## config.mk

```make
export PLATFORM = sky130hd
export DESIGN_NAME = data_dewhitener
export DESIGN_NICKNAME = d
export VERILOG_FILES = /design/src/rtl/dewhite_pkg.sv /design/src/rtl/whiten_lfsr.sv /design/src/rtl/data_dewhitener.sv
export SDC_FILE = /design/constraint.sdc
export NUM_CORES = 1
export LEC_CHECK = 0
export ABC_AREA = 1
export CAP_MARGIN = 20
export CORE_ASPECT_RATIO = 1.75
export CORE_UTILIZATION = 48
export CTS_BUF_LIST = sky130_fd_sc_hd__clkbuf_4
export DETAILED_ROUTE_END_ITERATION = 16
export GPL_TIMING_DRIVEN = 0
export PLACE_DENSITY = 0.75
export SETUP_SLACK_MARGIN = 0.5
export SLEW_MARGIN = 30
export SYNTH_ARGS = -nofsm -noshare
export SYNTH_HDL_FRONTEND = slang
export SYNTH_SLANG_ARGS = --single-unit
```

## constraint.sdc

```tcl
create_clock -name clk -period 1.59 [get_ports clk]
set_clock_uncertainty 0.1 [all_clocks]
set_input_delay 0.318 -clock clk [delete_from_list [all_inputs] [get_ports clk]]
set_output_delay 0.318 -clock clk [all_outputs]
set_load 0.02 [all_outputs]
```

## src/rtl/dewhite_pkg.sv

```systemverilog
// Shared definitions for the framed stream whitener/de-whitener pair:
// frame FSM states, LFSR seed and tap positions, and the LFSR step function.
package dewhite_pkg;

  typedef enum logic {
    IDLE    = 1'b0,
    PAYLOAD = 1'b1
  } state_t;

  // Widest LFSR the shared step function supports.
  localparam int LFSR_MAX = 64;

  // Fixed taps besides the MSB; the tx whitener must use the same set.
  localparam int TAP_MID = 4;
  localparam int TAP_LO1 = 1;
  localparam int TAP_LO0 = 0;

  localparam logic [LFSR_MAX-1:0] LFSR_SEED = '1;

  // One LFSR step for a register of width msb+1, carried in a LFSR_MAX-bit
  // container; bits above msb come back as zero.
  function automatic logic [LFSR_MAX-1:0] lfsr_next(input logic [LFSR_MAX-1:0] s,
                                                    input logic [5:0]          msb);
    logic                fb;
    logic [LFSR_MAX-1:0] keep;
    fb   = s[msb] ^ s[TAP_MID] ^ s[TAP_LO1] ^ s[TAP_LO0];
    keep = LFSR_SEED >> (6'd63 - msb);
    return {s[LFSR_MAX-2:0], fb} & keep;
  endfunction

endpackage

```

## src/rtl/whiten_lfsr.sv

```systemverilog
// Per-frame scrambling LFSR: reseeds to all ones on load, steps on adv,
// and exposes the current mask bit. Shared by the tx whitener and rx de-whitener.
module whiten_lfsr
  import dewhite_pkg::*;
#(
  parameter int LFSR_W = 16
) (
  input  logic clk,
  input  logic rst_n,
  input  logic load,
  input  logic adv,
  output logic mask
);

  logic [LFSR_W-1:0]   lfsr;
  logic [LFSR_MAX-1:0] wide_next;
  logic                unused_hi;

  always_comb wide_next = lfsr_next(LFSR_MAX'(lfsr), 6'(LFSR_W - 1));

  // Upper container bits are always zero by construction.
  assign unused_hi = ^wide_next;

  always_ff @(posedge clk) begin
    if (!rst_n) begin
      lfsr <= LFSR_SEED[LFSR_W-1:0];
    end else if (load) begin
      lfsr <= LFSR_SEED[LFSR_W-1:0];
    end else if (adv) begin
      lfsr <= wide_next[LFSR_W-1:0];
    end
  end

  assign mask = lfsr[0];

endmodule

```

## src/rtl/data_dewhitener.sv

```systemverilog
// Receive-side framed de-whitener: strips the length header, unscrambles each
// payload word with the per-frame LFSR and marks first/last words with sof/eof.
//
// state   | meaning
// IDLE    | waiting for a header word (sof_i); stray words flagged on err_o
// PAYLOAD | cnt payload words still expected; sof_i here aborts the frame
module data_dewhitener
  import dewhite_pkg::*;
#(
  parameter int W      = 32,
  parameter int LFSR_W = 16,
  parameter int LEN_W  = 16
) (
  input  logic         clk,
  input  logic         rst_n,
  input  logic         valid_i,
  output logic         ready_o,
  input  logic         sof_i,
  input  logic [W-1:0] d_i,
  output logic         valid_o,
  input  logic         ready_i,
  output logic [W-1:0] d_o,
  output logic         sof_o,
  output logic         eof_o,
  output logic         err_o
);

  state_t           state_q, state_d;
  logic [LEN_W-1:0] cnt_q, cnt_d;
  logic [LEN_W-1:0] hdr_len;
  logic             first_q, first_d;
  logic             accept;
  logic             last;
  logic             emit;
  logic             lfsr_load;
  logic             lfsr_adv;
  logic             err_d;
  logic             mask;

  // A header can always be taken in IDLE since it never occupies the output stage.
  assign ready_o = (state_q == IDLE) | ~valid_o | ready_i;
  assign accept  = valid_i & ready_o;
  assign hdr_len = d_i[LEN_W-1:0];
  assign last    = (cnt_q == LEN_W'(1));

  whiten_lfsr #(
    .LFSR_W(LFSR_W)
  ) u_lfsr (
    .clk  (clk),
    .rst_n(rst_n),
    .load (lfsr_load),
    .adv  (lfsr_adv),
    .mask (mask)
  );

  always_comb begin
    state_d   = state_q;
    cnt_d     = cnt_q;
    first_d   = first_q;
    emit      = 1'b0;
    lfsr_load = 1'b0;
    lfsr_adv  = 1'b0;
    err_d     = 1'b0;
    if (accept) begin
      if (sof_i) begin
        // Header, possibly cutting short an open frame; zero length opens nothing.
        err_d     = (state_q == PAYLOAD);
        lfsr_load = 1'b1;
        if (hdr_len == '0) begin
          state_d = IDLE;
          cnt_d   = '0;
        end else begin
          state_d = PAYLOAD;
          cnt_d   = hdr_len;
          first_d = 1'b1;
        end
      end else if (state_q == IDLE) begin
        err_d = 1'b1;
      end else begin
        emit     = 1'b1;
        lfsr_adv = 1'b1;
        first_d  = 1'b0;
        cnt_d    = cnt_q - LEN_W'(1);
        if (last) begin
          state_d = IDLE;
        end
      end
    end
  end

  always_ff @(posedge clk) begin
    if (!rst_n) begin
      state_q <= IDLE;
      cnt_q   <= '0;
      first_q <= 1'b0;
    end else begin
      state_q <= state_d;
      cnt_q   <= cnt_d;
      first_q <= first_d;
    end
  end

  always_ff @(posedge clk) begin
    if (!rst_n) begin
      valid_o <= 1'b0;
      d_o     <= '0;
      sof_o   <= 1'b0;
      eof_o   <= 1'b0;
      err_o   <= 1'b0;
    end else begin
      err_o <= err_d;
      if (emit) begin
        valid_o <= 1'b1;
        d_o     <= d_i ^ {W{mask}};
        sof_o   <= first_q;
        eof_o   <= last;
      end else if (ready_i) begin
        valid_o <= 1'b0;
      end
    end
  end

endmodule

```

==> flow_metrics.py <==
metrics = {
    "outcome": {
        "status": "complete, no violations",
    },
    "global_route": {
        "first_global_vias": 3382,
        "grt_pass1_wl_um": 15950,
        "grt.total_usage_pct": 28.79,
        "antenna_found_initial": 0,
        "grt_start_max_net_pins": 13,
        "grt_remaining_overflow": 0,
    },
    "floorplan": {
        "die_x_um": 66.18,
        "io_pins": 74,
        "fp.dieH_um": 114.3,
        "dieArea_um2": 7564,
        "std_cell_rows": 40,
        "core_area_um2": 6907,
        "start_util_pct": 50.09,
    },
    "drt": {
        "routed_wl_um": 10870,
        "drc_errors": 0,
        "drtPass1Iterations": 4,
        "wl_per_cell_um": 16.23,
        "vias": 3570,
        "antenna_left": 0,
        "drt-vias-per-instance": 5.328,
        "first_iter_violations": 185,
    },
    "power": {
        "power_mw": 4.207,
        "powerDensity_nw_per_um2": 792.8,
        "ir_drop_mv": 0.7369,
        "p_leak_nw": 2.262,
        "pwr-share-clk_pct": 31.1,
        "pwr-share-seq_pct": 45.0,
        "p_int_mw": 2.906,
        "power_switching_mw": 1.301,
        "swShare_pct": 30.93,
        "combPwrFrac_pct": 23.9,
    },
    "timing": {
        "hold_violations": 0,
        "fin_crit_ps": 1493,
        "slew_headroom_pct": 60.01,
        "slew_viol_final": 0,
        "tightestPinTransition_ps": 599.9,
        "tns_ps": 0,
        "max_freq_mhz": 669.9,
        "rsz0062_at_grt": "true",
        "fin_crit_sh_pct": 93.89,
        "setup_viol": 0,
        "timing.final.ws_setup_ps": 97.15,
    },
    "logic_synthesis": {
        "yosys-top-cells-area": "dfxtp_1 (41%), nand2_1 (11%), a21oi_1 (9.0%), xnor2_1 (8.6%), o21ai_1 (5.2%)",
        "synth_cells": 464,
        "synthArstFlopShare_pct": 0,
        "synth_top_area_cell": "dfxtp_1",
        "synth_common_cells": "nand2_1 (102), dfxtp_1 (70), a21oi_1 (62)",
        "ys.warnings.count": 0,
        "synth_top_area_share_pct": 40.51,
        "synth_edf_count": 0,
        "syn_nets": 505,
        "synth_seq_cells": 70,
        "syn_avg_cell_area_um2": 7.456,
        "synth_ff_type": "dfxtp_1",
        "ys_types": 32,
        "ys_seq_area_share_pct": 40.51,
        "yosysMostFrequentCell": "nand2_1",
        "syn_area_um2": 3460,
    },
    "placed_design": {
        "post-place-ws_ps": -784.3,
        "dp_hpwl_um": 6988,
        "numPortBuffers": 73,
        "globalplace.congestion": 0.9310,
        "placed_area_um2": 4443,
    },
    "worst_setup_path": {
        "slowest_delay_ps": 380,
        "crit_path_end_kind": "flip-flop",
        "cp_max_fo": 5,
        "crit_required_ps": 1820,
        "worstSetupPathType": "reg2reg",
        "path_common_cell": "buf_6",
        "cp.arrival_ps": 1730,
        "start_kind": "flip-flop",
        "cp_cell_sequence": "buf_6, buf_6, ha_4, nand2_8, buf_12, buf_16, a21oi_2, o21ai_1",
        "cpMaxStageDelayCell": "dfxtp_4",
    },
    "clock_tree": {
        "clk_latency_ps": 440,
        "cts_num_sinks": 70,
        "tritoncts": "done",
        "clk_path_buf_depth": 2,
        "numCtsBuffers": 9,
        "clk_pin_slew_ps": 120,
        "htreeDepth": 3,
        "root_buffer": "clkbuf_4",
    },
    "job": {
        "cap_violations": 0,
    },
    "cells_and_area": {
        "insertedDiodeCount": 0,
        "fin_nets": 622,
        "drive_above_1_share_pct": 41.98,
        "area_delta_synth_final_pct": 53.38,
        "final_area_um2": 5306,
    },
    "min_path": {
        "min_path_type": "in2reg",
    },
}
-- layer usage --
layer / wire, um / global-route usage, % / vias up
met3: 472 / 6.873 / 38
met4: 520 / 19.01 / 0
met1: 3938 / 28.01 / 1660
met5: 0 / 0 / -
li1: - / - / 1756
met2: 5941 / 51.97 / 116
-- power by group through the flow --
stage	sequential, mW	combinational, mW	clock [mW]
floorplan	1.94	0.490	0
global placement	1.92	0.797	0
detailed placement	1.92	0.810	0
CTS	1.89	0.927	1.31
global route	1.90	1.07	1.40
finish	1.90	1.01	1.31
-- state kept, by name (all words and copies together), names as in the netlist --
| register | count |
|---|---|
| valid_o | 1 |
| state_q | 1 |
| err_o | 1 |
| eof_o | 1 |
| d_o | 32 |
| u_lfsr.lfsr | 16 |
| cnt_q | 16 |
| sof_o | 1 |
| first_q | 1 |
-- through the flow --
step	hold WS, ps	util [%]	instances
2_1_floorplan	329.2	-	464
3_3_place_gp	336.4	64.33	621
3_5_place_dp	345.6	64.33	621
4_1_cts	239.6	73.12	655
5_1_grt	272.3	76.83	670
6_report	243.2	76.83	670
-- layout make-up --
type / instances / area [um2]
plain buffers: 27 / 257.7
fillers: 493 / 1600
flip-flops and latches: 70 / 1465
clock buffers: 9 / 67.56
multi-input cells: 336 / 2067
clock inverters: 7 / 88.84
inverters: 31 / 151.4
well taps: 84 / 105.1
repair buffers: 106 / 1104
-- cells in the final DEF (no fill, tap or decap), drive strengths merged --
cell and count:
nand2 104, buf 92, dfxtp 70, a21oi 62, o21ai 50, nor2 40
xnor2 34, nand3 31, inv 31, clkdlybuf4s50 29, clkbuf 15, dlygate4sd2 5
ha 4, clkinv 4, nand4 2, nand3b 2, bufinv 2, o211ai 1
xor2 1, o21a 1, a31oi 1, and2 1, o31ai 1, nor3 1
clkinvlp 1, clkdlybuf4s15 1
-- timing repair --
item	CTS	global route
hold buffers	0	0
setup buffers	13	15
endpoints found under the hold margin	0	0
endpoints found under the setup margin	107	107
cloned	5	0
pin swaps	14	14
gates resized for setup	331	43
-- kinds of logic (layout without fill, tap and decap cells) --
kind of cell             after synthesis  count (layout)  synth area share [%]
AO/OA/AOI/OAI                        116             116                 17.29
flip-flops                            70              70                 40.51
buffers and inverters                 58             180                 9.259
adder cells (fa/ha/maj)                4               4                 1.447
AND/OR/NAND/NOR                      181             181                 22.64
XOR/XNOR                              35              35                 8.861
-- worst paths after layout --
kind / from / to / slack [ps] / cells past startpoint
max reg2reg: state_q / u_lfsr.lfsr[5] / 100 / 8
min reg2reg: u_lfsr.lfsr[9] / u_lfsr.lfsr[10] / 380 / 2
min: d_i[15] / cnt_q[15] / 240 / 3
max: state_q / u_lfsr.lfsr[5] / 100 / 8
-- worst max-delay path: cells and delay by family, from the launching register on --
family	cells	cell delay, ps
simple gates	1	80
fa+ha+maj	1	150
compound gates	2	200
flops	1	380
buf+inv	4	460
(Power assumes the default switching activity.)
